## src/rtl/spell_pkg.sv

```systemverilog
// rtl/spell_pkg.sv - shared encodings for the spell sequencer
package spell_pkg;

    typedef enum logic [2:0] {
        STATE_IDLE    = 3'd0,
        STATE_FETCH   = 3'd1,
        STATE_LOAD    = 3'd2,
        STATE_EXECUTE = 3'd3,
        STATE_STORE   = 3'd4,
        STATE_DELAY   = 3'd5,
        STATE_SLEEP   = 3'd6
    } state_t;

    localparam logic [1:0] SPACE_CODE = 2'd0;
    localparam logic [1:0] SPACE_DATA = 2'd1;
    localparam logic [1:0] SPACE_IO   = 2'd2;

    localparam logic [1:0] MEMW_NONE = 2'd0;
    localparam logic [1:0] MEMW_DATA = 2'd1;
    localparam logic [1:0] MEMW_IO   = 2'd2;

    localparam logic [7:0] OP_READ_DATA = 8'h3F;  // "?"
    localparam logic [7:0] OP_READ_IO   = 8'h72;  // "r"

    function automatic logic is_read_op(input logic [7:0] op);
        return (op == OP_READ_DATA) || (op == OP_READ_IO);
    endfunction

endpackage

```

## src/rtl/spell_stack.sv

```systemverilog
// rtl/spell_stack.sv - 32x8 data stack, two async reads below sp, two sync writes
module spell_stack (
    input  logic       clock,
    input  logic [4:0] read_sp,
    output logic [7:0] top,
    output logic [7:0] belowtop,
    input  logic [4:0] write_sp,
    input  logic       write_top,
    input  logic       write_belowtop,
    input  logic [7:0] top_data,
    input  logic [7:0] belowtop_data
);

    logic [7:0] mem [32];

    // 5-bit index arithmetic wraps, so sp=0 addresses entries 31 and 30
    assign top      = mem[read_sp - 5'd1];
    assign belowtop = mem[read_sp - 5'd2];

    always_ff @(posedge clock) begin
        if (write_top) begin
            mem[write_sp - 5'd1] <= top_data;
        end
        if (write_belowtop) begin
            mem[write_sp - 5'd2] <= belowtop_data;
        end
    end

endmodule

```

## src/rtl/spell_sequencer.sv

```systemverilog
// rtl/spell_sequencer.sv - multi-cycle fetch/load/commit control stage for spell_execute
module spell_sequencer
    import spell_pkg::*;
#(
    parameter int DELAY_UNIT_CYCLES = 16
) (
    input  logic       clock,
    input  logic       reset,
    input  logic       run,
    input  logic       wake,
    output logic       mem_req,
    output logic       mem_we,
    output logic [1:0] mem_space,
    output logic [7:0] mem_addr,
    output logic [7:0] mem_wdata,
    input  logic [7:0] mem_rdata,
    input  logic       mem_ack,
    output logic [7:0] ex_opcode,
    output logic [7:0] ex_pc,
    output logic [4:0] ex_sp,
    output logic [7:0] ex_stack_top,
    output logic [7:0] ex_stack_belowtop,
    output logic [7:0] ex_memory_input,
    output logic       ex_out_of_order_exec,
    input  logic [7:0] ex_next_pc,
    input  logic [4:0] ex_next_sp,
    input  logic [1:0] ex_stack_write_count,
    input  logic [7:0] ex_set_stack_top,
    input  logic [7:0] ex_set_stack_belowtop,
    input  logic [1:0] ex_memory_write_type,
    input  logic [7:0] ex_memory_write_addr,
    input  logic [7:0] ex_memory_write_data,
    input  logic [7:0] ex_delay_amount,
    input  logic       ex_sleep,
    output logic [2:0] state,
    output logic       busy
);

    state_t      state_q, state_d;
    logic [7:0]  pc, opcode, memory_input;
    logic [4:0]  sp;
    logic [15:0] delay_count;
    logic [1:0]  w_type;
    logic [7:0]  w_addr, w_data;
    logic        delay_pending, sleep_pending;
    logic        in_execute;

    assign in_execute = (state_q == STATE_EXECUTE);

    spell_stack u_stack (
        .clock          (clock),
        .read_sp        (sp),
        .top            (ex_stack_top),
        .belowtop       (ex_stack_belowtop),
        .write_sp       (ex_next_sp),
        .write_top      (in_execute && (ex_stack_write_count != 2'd0)),
        .write_belowtop (in_execute && ex_stack_write_count[1]),
        .top_data       (ex_set_stack_top),
        .belowtop_data  (ex_set_stack_belowtop)
    );

    // Shared instruction tail once any memory write is done
    function automatic state_t tail_state(input logic delay_nz, input logic sleep_req,
                                          input logic run_req);
        if (delay_nz)       return STATE_DELAY;
        else if (sleep_req) return STATE_SLEEP;
        else if (run_req)   return STATE_FETCH;
        else                return STATE_IDLE;
    endfunction

    always_ff @(posedge clock or posedge reset) begin
        if (reset) begin
            state_q <= STATE_IDLE;
        end else begin
            state_q <= state_d;
        end
    end

    always_comb begin
        state_d   = state_q;
        mem_req   = 1'b0;
        mem_we    = 1'b0;
        mem_space = SPACE_CODE;
        mem_addr  = pc;
        case (state_q)
            STATE_IDLE: begin
                if (run) state_d = STATE_FETCH;
            end
            STATE_FETCH: begin
                mem_req = 1'b1;
                if (mem_ack) state_d = is_read_op(mem_rdata) ? STATE_LOAD : STATE_EXECUTE;
            end
            STATE_LOAD: begin
                mem_req   = 1'b1;
                mem_space = (opcode == OP_READ_DATA) ? SPACE_DATA : SPACE_IO;
                mem_addr  = ex_stack_top;
                if (mem_ack) state_d = STATE_EXECUTE;
            end
            STATE_EXECUTE: begin
                if (ex_memory_write_type == MEMW_DATA || ex_memory_write_type == MEMW_IO)
                    state_d = STATE_STORE;
                else
                    state_d = tail_state(ex_delay_amount != 8'd0, ex_sleep, run);
            end
            STATE_STORE: begin
                mem_req   = 1'b1;
                mem_we    = 1'b1;
                mem_space = (w_type == MEMW_IO) ? SPACE_IO : SPACE_DATA;
                mem_addr  = w_addr;
                if (mem_ack) state_d = tail_state(delay_pending, sleep_pending, run);
            end
            STATE_DELAY: begin
                // <= 1 also guards against a zero count from product overflow
                if (delay_count <= 16'd1)
                    state_d = tail_state(1'b0, sleep_pending, run);
            end
            STATE_SLEEP: begin
                if (wake) state_d = STATE_IDLE;
            end
            default: state_d = STATE_IDLE;
        endcase
    end

    always_ff @(posedge clock or posedge reset) begin
        if (reset) begin
            pc            <= 8'd0;
            sp            <= 5'd0;
            opcode        <= 8'd0;
            memory_input  <= 8'd0;
            delay_count   <= 16'd0;
            w_type        <= MEMW_NONE;
            w_addr        <= 8'd0;
            w_data        <= 8'd0;
            delay_pending <= 1'b0;
            sleep_pending <= 1'b0;
        end else begin
            case (state_q)
                STATE_FETCH: if (mem_ack) opcode <= mem_rdata;
                STATE_LOAD:  if (mem_ack) memory_input <= mem_rdata;
                STATE_EXECUTE: begin
                    pc            <= ex_next_pc;
                    sp            <= ex_next_sp;
                    w_type        <= ex_memory_write_type;
                    w_addr        <= ex_memory_write_addr;
                    w_data        <= ex_memory_write_data;
                    delay_pending <= (ex_delay_amount != 8'd0);
                    sleep_pending <= ex_sleep;
                    delay_count   <= 16'(ex_delay_amount) * 16'(DELAY_UNIT_CYCLES);
                end
                STATE_DELAY: delay_count <= delay_count - 16'd1;
                default: ;
            endcase
        end
    end

    assign mem_wdata            = w_data;
    assign ex_opcode            = opcode;
    assign ex_pc                = pc;
    assign ex_sp                = sp;
    assign ex_memory_input      = memory_input;
    assign ex_out_of_order_exec = 1'b0;
    assign state                = state_q;
    assign busy                 = (state_q != STATE_IDLE) && (state_q != STATE_SLEEP);

endmodule

```

## config.mk

```make
export PLATFORM = sky130hd
export DESIGN_NAME = spell_sequencer
export DESIGN_NICKNAME = d
export VERILOG_FILES = /design/src/rtl/spell_pkg.sv /design/src/rtl/spell_stack.sv /design/src/rtl/spell_sequencer.sv
export SDC_FILE = /design/constraint.sdc
export NUM_CORES = 1
export LEC_CHECK = 0
export ABC_AREA = 0
export CAP_MARGIN = 25
export CORE_MARGIN = 4
export CORE_UTILIZATION = 30
export DETAILED_ROUTE_END_ITERATION = 10
export PLACE_DENSITY = 0.56
export REMOVE_ABC_BUFFERS = 1
export SETUP_SLACK_MARGIN = 0.1
export SYNTH_ARGS = -nofsm -noshare
export SYNTH_HDL_FRONTEND = slang
export SYNTH_HIERARCHICAL = 1
export SYNTH_SLANG_ARGS = --single-unit
export TNS_END_PERCENT = 30
```

## constraint.sdc

```tcl
create_clock -name clock -period 6.41 [get_ports clock]
set_input_delay 0.9615 -clock clock [delete_from_list [all_inputs] [get_ports clock]]
set_output_delay 0.9615 -clock clock [all_outputs]
set_load 0.1 [all_outputs]
```

==> metrics.txt <==
# setup viols final 0; wire per inst 25.0 um; reg-to-reg startpoint state[0]; Final ANT Viol Nets 0; row count 94; CTS max path bufs 3; Worst-Skew Late Latency 0.60 ns; Critical Path Start ex_sp[1]; clock slew at reported path FFs 0.06 ns; IO Pins 141; largest net degree at the start of global routing 116; Worst Setup Start Kind flop; initial core utilization 0.302; Req. time, crit path 5.45 ns; CTS sink cnt 324; Syn Area/Cell 11.9 um^2; DRT Pass-1 Iters 7; Rel. slew slack 0.269; Hold/Removal Path Class flop to flop; Chip Height 265 um; MaxCap Viol Count 0; CP Class flop to primary output; Post-CTS Setup Bufs 0; max-slew violation count 0; layout cells sized above 1 0.275; Post-synth ARST share 0.210; initial antenna violation count 0; Yosys reg bits 324; ant diodes 0; Synth Flop Type edfxtp_1; Worst Setup End Kind primary output; Die ar. 0.0703 mm^2; Post-CTS Resized 0; vias in the first global route 14.6k; fin crit period 5.69 ns; Slew @ Worst Pin 1.09 ns; nets 1847; Yosys Warn Count 6; Placer Congestion 0.906; Core Box Area 0.0656 mm^2; CTS tree built; Syn Std Cell Area 0.0198 mm^2; gr ovfl total 0; worst hold start delay_count[12]; Setup TNS 0 ns; clk_skew 0.0448 ns; crit path max fanout 30; period utilisation layout 0.888; Tot GR Track Use 0.182; area grow syn2layout 18.6%; Critical Path AT 4.73 ns; RSZ-0062 raised after global routing no; status complete, no violations; vias per std cell 5.53; H-tree levels 2; via count 14.7k; Buffers on Ports 139; Routed WL 66.6 mm; worst hold-check slack 0.461 ns; Post-CTS Hold Fix Bufs 0; root buf cell clkbuf_16; DRC violation count after routing 0; register area share after synthesis 0.473; Peak Freq 176 MHz; Distinct cells, synth 76; number of synthesized flops with an enable pin 256; hpwl dp 45.1 mm; cell count after synthesis 1666; final hold viol count 0; TritonCTS buffer count 40; first-pass GRT wire length 97.7 mm; DRT iter0 DRCs 1417; Die Wd 265 um
-- cell usage after synthesis (all sizes together) (14+ instances only) --
cell type | number | area share
a21oi | 48 | 0.012
a22oi | 64 | 0.024
and4 | 14 | 0.0062
buf | 53 | 0.017
clkbuf | 89 | 0.018
dfrtp | 68 | 0.086
edfxtp | 256 | 0.39
inv | 16 | 0.0030
mux2 | 281 | 0.16
mux2i | 228 | 0.11
mux4 | 16 | 0.018
nand2 | 155 | 0.031
nand3 | 73 | 0.018
nor2 | 67 | 0.017
nor3 | 19 | 0.0053
o21ai | 37 | 0.0097
o22ai | 43 | 0.014
-- metrics by stage --
step	instance area (um^2)	instances	worst slack, ns	utilization
6_report	23500	2662	0.716	0.359
5_1_grt	23500	2662	0.698	0.359
4_1_cts	23500	2661	0.864	0.359
3_5_place_dp	22300	2590	1.52	0.340
3_3_place_gp	22300	2584	1.54	0.339
2_1_floorplan	19200	1524	-8.41	-
-- cell type report --
class / instances / area, um^2
sequential: 324 / 9390
tap: 864 / 1080
timing repair buffer: 203 / 2050
clock inverter: 25 / 176
fill: 6457 / 42100
clock buffer: 46 / 1020
inverter: 16 / 60.1
multi-input combinational: 1184 / 9750
-- sequential cells by signal (all words and copies together), names as in the netlist, 2 cells and up --
name,cells
state,3
ex_opcode,8
ex_sp,5
w_addr,8
u_stack/mem,256
mem_wdata,8
w_type,2
ex_pc,8
ex_memory_input,8
delay_count,16
-- cells by family (layout without fill, tap and decap cells) --
logic type      count (synthesis)  after routing  share of synthesized area
mux                           525            525                      0.293
simple gates                  389            389                     0.0999
flops                         324            324                      0.473
compound gates                249            249                     0.0869
buf+inv                       158            290                     0.0372
xor+xnor                       13             13                    0.00574
fa+ha+maj                       7              7                    0.00441
other cells                     1              1                   0.000189
-- path summary, 6_finish.rpt --
kind                                     endpoint  slack, ns  cells after the start
worst max-delay path                  mem_addr[2]       0.72                     14
worst min-delay path              delay_count[12]       0.46                      1
worst max register to register  u_stack/mem[1][1]       2.59                      6
worst min register to register    delay_count[12]       0.46                      1
max in group asynchronous                ex_sp[1]       4.63                      3
min in group asynchronous            mem_wdata[4]       0.61                      2
-- critical path, stage by stage (launching register included) --
cell and delay (ns):
dfrtp_4 0.43, inv_1 0.09, ha_4 0.67, buf_4 0.37, mux2i_1 0.16, nand3_1 0.10, and4_1 0.27, o22ai_1 0.17
a211oi_1 0.78, buf_4 0.27, nor2_1 0.06, a21oi_1 0.16, o22ai_1 0.09, a21oi_1 0.27, buf_12 0.22
-- placed cells by master (no fill, tap or decap), drive strengths merged, types with 3 or more instances in the layout --
| cell type | netlist | routed |
|---|---|---|
| a2111oi | 3 | 3 |
| a211oi | 10 | 10 |
| a21oi | 48 | 48 |
| a221o | 3 | 3 |
| a221oi | 8 | 8 |
| a22o | 11 | 11 |
| a22oi | 64 | 64 |
| and2 | 3 | 3 |
| and3 | 5 | 5 |
| and4 | 14 | 14 |
| buf | 53 | 88 |
| clkbuf | 89 | 46 |
| clkdlybuf4s50 | 0 | 115 |
| clkinv | 0 | 21 |
| dfrtp | 68 | 68 |
| edfxtp | 256 | 256 |
| ha | 7 | 7 |
| inv | 16 | 19 |
| mux2 | 281 | 281 |
| mux2i | 228 | 228 |
| mux4 | 16 | 16 |
| nand2 | 155 | 155 |
| nand3 | 73 | 73 |
| nand3b | 4 | 4 |
| nand4b | 4 | 4 |
| nor2 | 67 | 67 |
| nor2b | 10 | 10 |
| nor3 | 19 | 19 |
| nor4 | 4 | 4 |
| o21ai | 37 | 37 |
| o22ai | 43 | 43 |
| o311ai | 3 | 3 |
| or2 | 3 | 3 |
| or3 | 11 | 11 |
| or4 | 5 | 5 |
| xnor2 | 6 | 6 |
| xor2 | 7 | 7 |
-- metal layers --
layer / wire length, um / part of all wire / global-route usage / vias up
met2: 30000 / 0.45 / 0.289 / 662
met1: 29400 / 0.44 / 0.251 / 7391
met4: 1960 / 0.029 / 0.0583 / 0
li1: - / - / - / 6571
met3: 5230 / 0.079 / 0.0386 / 90
met5: 0 / 0 / 0 / -
Power is left out: the tool's default activity adds up to more than one toggle a clock period on the data nets, which glitch-free logic cannot reach.
